$ cat src/rtl/alu_seq_if.sv
// Handshaked operand/result bus between the register-read stage and the sequential ALU.
interface alu_seq_if #(
  parameter int unsigned WIDTH = 32
) ();

  logic             in_valid;
  logic             in_ready;
  logic [WIDTH-1:0] op_a;
  logic [WIDTH-1:0] op_b;
  logic [2:0]       op_sel;
  logic             out_valid;
  logic             out_ready;
  logic [WIDTH-1:0] result;
  logic             overflow;
  logic             carry;
  logic             negative;
  logic             zero;
  logic             div_by_zero;
  logic             busy;

  // Producer of operations / consumer of results.
  modport master (
    output in_valid, op_a, op_b, op_sel, out_ready,
    input  in_ready, out_valid, result, overflow, carry, negative, zero,
           div_by_zero, busy
  );

  // The ALU itself.
  modport slave (
    input  in_valid, op_a, op_b, op_sel, out_ready,
    output in_ready, out_valid, result, overflow, carry, negative, zero,
           div_by_zero, busy
  );

endinterface

$ cat src/rtl/alu_seq.sv
// Sequential ALU: single-cycle add/sub/xor/slt/and/or, iterative unsigned
// multiply (shift-add) and divide (restoring), registered result and flags,
// valid/ready on both the operand and the result side.
module alu_seq #(
  parameter int unsigned WIDTH     = 32,
  parameter bit          MULDIV_EN = 1'b1,
  localparam int unsigned CNT_W    = $clog2(WIDTH + 1)
) (
  input logic       clk,
  input logic       reset,
  alu_seq_if.slave  bus
);

  localparam logic [2:0] OP_ADD = 3'b000;
  localparam logic [2:0] OP_SUB = 3'b001;
  localparam logic [2:0] OP_XOR = 3'b010;
  localparam logic [2:0] OP_SLT = 3'b011;
  localparam logic [2:0] OP_AND = 3'b100;
  localparam logic [2:0] OP_OR  = 3'b101;

  typedef enum logic [1:0] {
    IDLE = 2'd0,
    CALC = 2'd1,
    HOLD = 2'd2
  } state_t;

  state_t           state, state_next;
  logic [CNT_W-1:0] cnt, cnt_next;
  logic             div_q, div_next;
  logic [WIDTH-1:0] a_q, a_next;
  logic [WIDTH-1:0] b_q, b_next;
  logic [WIDTH-1:0] acc, acc_next;

  logic [WIDTH-1:0] result_q, result_next;
  logic             ovf_q, ovf_next;
  logic             carry_q, carry_next;
  logic             neg_q, neg_next;
  logic             zero_q, zero_next;
  logic             dbz_q, dbz_next;

  logic             in_ready_q, out_valid_q, busy_q;

  // Single-cycle datapath on the live inputs (used only at the accept edge).
  logic [WIDTH:0]   sum, diff;
  logic [WIDTH-1:0] alu_r;
  logic             alu_c, alu_v;

  // Iteration datapath on the captured operands.
  logic [WIDTH-1:0] mul_acc;
  logic [WIDTH:0]   rem_sh;
  logic             rem_ge;
  logic [WIDTH-1:0] rem_new;
  logic [WIDTH-1:0] quot_new;
  logic [WIDTH-1:0] iter_r;

  logic             is_iter;

  // State and datapath registers; handshake outputs are registered from next state.
  always_ff @(posedge clk or posedge reset) begin
    if (reset) begin
      state       <= IDLE;
      cnt         <= '0;
      div_q       <= 1'b0;
      a_q         <= '0;
      b_q         <= '0;
      acc         <= '0;
      result_q    <= '0;
      ovf_q       <= 1'b0;
      carry_q     <= 1'b0;
      neg_q       <= 1'b0;
      zero_q      <= 1'b0;
      dbz_q       <= 1'b0;
      in_ready_q  <= 1'b1;
      out_valid_q <= 1'b0;
      busy_q      <= 1'b0;
    end else begin
      state       <= state_next;
      cnt         <= cnt_next;
      div_q       <= div_next;
      a_q         <= a_next;
      b_q         <= b_next;
      acc         <= acc_next;
      result_q    <= result_next;
      ovf_q       <= ovf_next;
      carry_q     <= carry_next;
      neg_q       <= neg_next;
      zero_q      <= zero_next;
      dbz_q       <= dbz_next;
      in_ready_q  <= (state_next == IDLE);
      out_valid_q <= (state_next == HOLD);
      busy_q      <= (state_next == CALC);
    end
  end

  // Single-cycle op result and add/sub flags from the presented operands.
  always_comb begin
    sum   = {1'b0, bus.op_a} + {1'b0, bus.op_b};
    diff  = {1'b0, bus.op_a} - {1'b0, bus.op_b};
    alu_r = '0;
    alu_c = 1'b0;
    alu_v = 1'b0;
    unique case (bus.op_sel)
      OP_ADD: begin
        alu_r = sum[WIDTH-1:0];
        alu_c = sum[WIDTH];
        alu_v = (bus.op_a[WIDTH-1] == bus.op_b[WIDTH-1]) &&
                (sum[WIDTH-1] != bus.op_a[WIDTH-1]);
      end
      OP_SUB: begin
        alu_r = diff[WIDTH-1:0];
        alu_c = diff[WIDTH];
        alu_v = (bus.op_a[WIDTH-1] != bus.op_b[WIDTH-1]) &&
                (diff[WIDTH-1] != bus.op_a[WIDTH-1]);
      end
      OP_XOR:  alu_r = bus.op_a ^ bus.op_b;
      OP_SLT:  alu_r = WIDTH'(bus.op_a < bus.op_b);
      OP_AND:  alu_r = bus.op_a & bus.op_b;
      OP_OR:   alu_r = bus.op_a | bus.op_b;
      default: alu_r = '0;
    endcase
  end

  // One shift-add or restoring-divide step on the captured operands.
  always_comb begin
    mul_acc  = b_q[0] ? (acc + a_q) : acc;
    rem_sh   = {acc, a_q[WIDTH-1]};
    rem_ge   = rem_sh[WIDTH] || (rem_sh[WIDTH-1:0] >= b_q);
    rem_new  = rem_ge ? (rem_sh[WIDTH-1:0] - b_q) : rem_sh[WIDTH-1:0];
    quot_new = {a_q[WIDTH-2:0], rem_ge};
    if (div_q) begin
      iter_r = (b_q == '0) ? '1 : quot_new;
    end else begin
      iter_r = mul_acc;
    end
  end

  // Next-state and register-update logic for the IDLE/CALC/HOLD sequencer.
  always_comb begin
    state_next  = state;
    cnt_next    = cnt;
    div_next    = div_q;
    a_next      = a_q;
    b_next      = b_q;
    acc_next    = acc;
    result_next = result_q;
    ovf_next    = ovf_q;
    carry_next  = carry_q;
    neg_next    = neg_q;
    zero_next   = zero_q;
    dbz_next    = dbz_q;
    is_iter     = MULDIV_EN && (bus.op_sel[2:1] == 2'b11);

    unique case (state)
      IDLE: begin
        if (bus.in_valid) begin
          div_next = bus.op_sel[0];
          a_next   = bus.op_a;
          b_next   = bus.op_b;
          acc_next = '0;
          if (is_iter) begin
            cnt_next   = CNT_W'(WIDTH);
            state_next = CALC;
          end else begin
            result_next = alu_r;
            ovf_next    = alu_v;
            carry_next  = alu_c;
            neg_next    = alu_r[WIDTH-1];
            zero_next   = (alu_r == '0);
            dbz_next    = (bus.op_sel == 3'b111) && (bus.op_b == '0);
            state_next  = HOLD;
          end
        end
      end

      CALC: begin
        cnt_next = cnt - CNT_W'(1);
        if (div_q) begin
          acc_next = rem_new;
          a_next   = quot_new;
        end else begin
          acc_next = mul_acc;
          a_next   = a_q << 1;
          b_next   = b_q >> 1;
        end
        if (cnt == CNT_W'(1)) begin
          result_next = iter_r;
          ovf_next    = 1'b0;
          carry_next  = 1'b0;
          neg_next    = iter_r[WIDTH-1];
          zero_next   = (iter_r == '0);
          dbz_next    = div_q && (b_q == '0);
          state_next  = HOLD;
        end
      end

      HOLD: begin
        if (bus.out_ready) begin
          state_next = IDLE;
        end
      end

      default: state_next = IDLE;
    endcase
  end

  assign bus.in_ready    = in_ready_q;
  assign bus.out_valid   = out_valid_q;
  assign bus.busy        = busy_q;
  assign bus.result      = result_q;
  assign bus.overflow    = ovf_q;
  assign bus.carry       = carry_q;
  assign bus.negative    = neg_q;
  assign bus.zero        = zero_q;
  assign bus.div_by_zero = dbz_q;

endmodule
$ cat src/flat_wrapper.sv
// flat-port wrapper written by rule: the top's interface ports become plain ports
module alu_seq_flat 
#(
  parameter int unsigned WIDTH     = 32,
  parameter bit          MULDIV_EN = 1'b1,
  localparam int unsigned CNT_W    = $clog2(WIDTH + 1)
)
  (clk, reset, bus_in_valid, bus_op_a, bus_op_b, bus_op_sel, bus_out_ready, bus_in_ready, bus_out_valid, bus_result, bus_overflow, bus_carry, bus_negative, bus_zero, bus_div_by_zero, bus_busy);
  alu_seq_if #(.WIDTH(WIDTH)) bus_i ();
  input logic clk;
  input logic reset;
  input wire logic [$bits(bus_i.in_valid)-1:0] bus_in_valid;
  input wire logic [$bits(bus_i.op_a)-1:0] bus_op_a;
  input wire logic [$bits(bus_i.op_b)-1:0] bus_op_b;
  input wire logic [$bits(bus_i.op_sel)-1:0] bus_op_sel;
  input wire logic [$bits(bus_i.out_ready)-1:0] bus_out_ready;
  output wire logic [$bits(bus_i.in_ready)-1:0] bus_in_ready;
  output wire logic [$bits(bus_i.out_valid)-1:0] bus_out_valid;
  output wire logic [$bits(bus_i.result)-1:0] bus_result;
  output wire logic [$bits(bus_i.overflow)-1:0] bus_overflow;
  output wire logic [$bits(bus_i.carry)-1:0] bus_carry;
  output wire logic [$bits(bus_i.negative)-1:0] bus_negative;
  output wire logic [$bits(bus_i.zero)-1:0] bus_zero;
  output wire logic [$bits(bus_i.div_by_zero)-1:0] bus_div_by_zero;
  output wire logic [$bits(bus_i.busy)-1:0] bus_busy;
  assign bus_i.in_valid = bus_in_valid;
  assign bus_i.op_a = bus_op_a;
  assign bus_i.op_b = bus_op_b;
  assign bus_i.op_sel = bus_op_sel;
  assign bus_i.out_ready = bus_out_ready;
  assign bus_in_ready = bus_i.in_ready;
  assign bus_out_valid = bus_i.out_valid;
  assign bus_result = bus_i.result;
  assign bus_overflow = bus_i.overflow;
  assign bus_carry = bus_i.carry;
  assign bus_negative = bus_i.negative;
  assign bus_zero = bus_i.zero;
  assign bus_div_by_zero = bus_i.div_by_zero;
  assign bus_busy = bus_i.busy;
  alu_seq #(.WIDTH(WIDTH), .MULDIV_EN(MULDIV_EN)) u_core (.clk(clk), .reset(reset), .bus(bus_i));
endmodule
$ cat config.mk
export PLATFORM = sky130hd
export DESIGN_NAME = alu_seq_flat
export DESIGN_NICKNAME = d
export VERILOG_FILES = /design/src/rtl/alu_seq_if.sv /design/src/rtl/alu_seq.sv /design/src/flat_wrapper.sv
export SDC_FILE = /design/constraint.sdc
export NUM_CORES = 1
export LEC_CHECK = 0
export BUFFER_PORTS_ARGS = -buffer_cell sky130_fd_sc_hd__buf_4
export CORE_ASPECT_RATIO = 1.25
export CORE_MARGIN = 3
export CORE_UTILIZATION = 40
export DETAILED_ROUTE_END_ITERATION = 6
export MAX_ROUTING_LAYER = met4
export PLACE_DENSITY_LB_ADDON = 0.05
export SYNTH_ARGS = -nofsm -noshare
export SYNTH_HDL_FRONTEND = slang
export SYNTH_SLANG_ARGS = --single-unit
$ cat constraint.sdc
create_clock -name clk -period 12.8 [get_ports clk]
set_clock_uncertainty 0.1 [all_clocks]
set_input_delay 0.64 -clock clk [delete_from_list [all_inputs] [get_ports clk]]
set_output_delay 0.64 -clock clk [all_outputs]
set_load 0.02 [all_outputs]
==> impl_metrics.json <==
{
  "crit_type": "register to register",
  "reg2reg_depth": 18,
  "critPathTopFamily": "compound AO/OA/AOI/OAI gates",
  "yosysTopAreaCellShare_pct": 22.8,
  "finalCriticalPeriod_ns": 5.19,
  "gp_congestion": 0.942,
  "die_area_um2": 41700,
  "place_area_um2": 16900,
  "cts_setup_buffers": 0,
  "design_area_um2": 17500,
  "drive_gt1_share_pct": 10.4,
  "syn_inst": 2069,
  "dp.cells": 2573,
  "worst_pin_slew_ns": 1.01,
  "via_count": 16036,
  "drt-vias-per-instance": 6.16,
  "drv_cap": 0,
  "status": "finished, final reports clean",
  "clkSlewWorstSetupHoldPaths_ns": 0.07,
  "cts_buffer_depth": 2,
  "antenna_left": 0,
  "crit_slowest_cell": "buf_4",
  "synth-edff-count": 0,
  "crit_path_cell_trace": "buf_4 -> ha_1 -> inv_1 -> fa_1 -> a21o_1 -> a221oi_2 -> o2111ai_1 -> a311oi_2 -> nor3_1 -> o2bb2ai_4 -> buf_4 -> nand2b_1 -> a2111oi_2 -> nand4_1 -> nor4b_2 -> nand4_1 -> nor4_2 -> a31o_1",
  "final_max_slew_viol_count": 0,
  "critPathMaxFanout": 55,
  "layout.nets": 2343,
  "power_density_nw_per_um2": 238,
  "first_iter_violations": 1276,
  "path_buf_inv": 3,
  "clkLatencyLatePin_ns": 0.45,
  "root_buffer": "clkbuf_16",
  "crit_start": "u_core.b_q[0]",
  "io_buffers": 110,
  "hold_violations": 0,
  "cts_tree": "yes",
  "grt_max_degree": 91,
  "dr.pass1.iters": 5,
  "initial_core_util_pct": 40.9,
  "cts_sinks": 144,
  "synth-seq-cells": 144,
  "design_power_total_mw": 4.18,
  "avgSynthCellArea_um2": 7.59,
  "synth_top_area_cell": "dfrtp_1",
  "grt_use_total_pct": 30.2,
  "coreArea_um2": 38400,
  "rsz0062_at_grt": "no",
  "dp.final_hpwl_um": 48500,
  "cts_buffers": 17,
  "synth_warnings": 0,
  "relSlewSlack_pct": 32.5,
  "crit_cells": 18,
  "die_x_um": 183,
  "cts_resized": 0,
  "min_path_type": "primary input to asynchronous set/reset pin",
  "cp-end-kind": "register",
  "slowest_delay_ns": 0.47,
  "peakVddDrop_uv": 143,
  "cts_max_level": 4,
  "stdcell_count": 2604,
  "r2r_start": "u_core.b_q[0]",
  "setup_viol": 0,
  "async_flop_share_pct": 100,
  "synth_top_cells_by_area": "dfrtp_1 23%, ha_1 13%, a21oi_1 6.4%",
  "crit_arrival_ns": 5.48,
  "io_pins": 111,
  "antenna_cells": 0,
  "syn-num-nets": 2312,
  "grt_pass1_vias": 15208,
  "fp.dieH_um": 228,
  "setup_tns_ns": 0,
  "critPathLaunchType": "register",
  "yosysSeqAreaShare_pct": 23.0,
  "postCtsHoldBufs": 0,
  "drcViolationCount": 0,
  "utilization_pct": 45.6,
  "required_ns": 13.09,
  "syn_to_final_growth_pct": 11.7,
  "period_share_pct": 40.5,
  "synth_area_um2": 15700,
  "std_cell_rows": 80,
  "antenna_found_initial": 1,
  "grt_pass1_wl_um": 94300,
  "drt-total-wl_um": 62300,
  "ys_types": 94,
  "gr-total-overflow": 0,
  "p_leak_nw": 8.11,
  "wl_per_cell_um": 23.9,
  "synth_flop_cell": "dfrtp_1",
  "clock.fmax_ghz": 0.193
}
## registers in the layout (all words and copies together) (netlist names)
| name | count |
|---|---|
| u_core.b_q | 32 |
| u_core.bus.overflow | 1 |
| u_core.div_q | 1 |
| u_core.state | 2 |
| u_core.acc | 32 |
| u_core.cnt | 6 |
| u_core.bus.zero | 1 |
| u_core.a_q | 32 |
| u_core.bus.result | 32 |
| u_core.bus.carry | 1 |
| u_core.bus.out_valid | 1 |
| u_core.bus.div_by_zero | 1 |
| u_core.bus.in_ready | 1 |
| u_core.bus.busy | 1 |
## worst paths after layout
kind / end / slack [ns]
max in group asynchronous: u_core.bus.result[6] / 11.02
max: u_core.bus.zero / 7.61
min in group clk: u_core.a_q[26] / 0.39
max reg2reg: u_core.bus.zero / 7.61
min: u_core.acc[27] / 0.26
min reg2reg: u_core.cnt[4] / 0.39
## worst reg2reg max path: stages (launching register included)
cell and delay (ns):
dfrtp_1 0.32, buf_4 0.34, ha_1 0.25, inv_1 0.05, fa_1 0.40, a21o_1 0.20, a221oi_2 0.42, o2111ai_1 0.24
a311oi_2 0.44, nor3_1 0.15, o2bb2ai_4 0.15, buf_4 0.47, nand2b_1 0.18, a2111oi_2 0.40, nand4_1 0.15, nor4b_2 0.37
nand4_1 0.16, nor4_2 0.16, a31o_1 0.17
## Yosys cell counts, types with 8 or more instances
library cell	count
inv_1	151
xor2_1	28
o211ai_1	41
nand4_1	21
a211oi_1	64
o31ai_1	17
o21a_1	11
a21o_1	50
a32o_1	14
o221ai_1	19
xnor2_1	46
clkbuf_1	92
nand3_1	36
buf_2	16
nor4_1	23
nor2b_1	13
nand2b_1	22
o21bai_1	21
dfrtp_1	143
a22oi_1	19
mux2i_1	17
a221o_1	13
or3_1	8
o21ai_0	140
and4_1	10
and2_1	12
a31oi_1	48
nor3_1	32
nor2_1	209
a21oi_1	200
ha_1	168
and3_1	13
nand2_1	208
buf_1	9
o22ai_1	8
## area by class of cell
class                   count  area, um2
fillers                  3985      20900
clock inverters            14        238
multi-input cells        1649      11100
well taps                 492        616
inverters                 153        579
clock buffers              17        425
flip-flops and latches    144       3610
repair buffers            135       1010
## power breakdown
part           leakage, nW  internal [mW]  total (mW)  switching (mW)
Clock                0.323          0.365       0.583           0.218
Sequential            1.77          0.668       0.945           0.277
Combinational         6.01          0.978        2.65            1.67
## logic make-up (layout without fill, tap and decap cells)
logic type,count (synthesis),in the layout,share of synthesized area [%]
buffers and inverters,276,319,6.89
muxes,17,17,1.08
AOI/OAI and AO/OA,763,763,32.9
adders and majority gates,172,172,13.9
DFF,144,144,23.0
and+or+nand+nor,623,623,18.1
xor gates and xnor gates,74,74,4.13
## stage by stage
stage               setup WS (ns)  hold WS, ns
finish                       7.61        0.264
CTS                          7.59        0.296
detailed placement           7.61        0.388
global placement             7.69        0.394
global route                 7.18        0.341
floorplan                    8.20        0.357
## layout by cell type, fill, tap and decap left out, types with 8 or more instances in the layout
master	instances
inv_1	150
dfrtp_1	142
xor2_1	28
o31ai_1	17
xnor2_1	46
a221o_1	13
nand3_1	36
and2_1	11
a31oi_1	48
nor3_1	32
o21ai_0	139
a32o_1	14
and3_1	13
nand2b_1	21
o211ai_1	41
o221ai_1	19
nor4_1	23
or3_1	8
o21a_1	11
nor2b_1	12
nor2_1	205
a21o_1	50
o21bai_1	21
a211oi_1	64
buf_4	135
and4_1	10
clkbuf_16	17
o22ai_1	8
a22oi_1	19
ha_1	168
nand4_1	21
a21oi_1	199
nand2_1	208
mux2i_1	17
## metal layers
layer,GRT usage [%],vias up,routed length (um)
met5,-,-,0
met4,6.78,0,1160
met3,2.48,59,2920
met2,47.6,522,28400
met1,42.5,7856,29800
li1,-,7599,-
(Power assumes the default switching activity.)
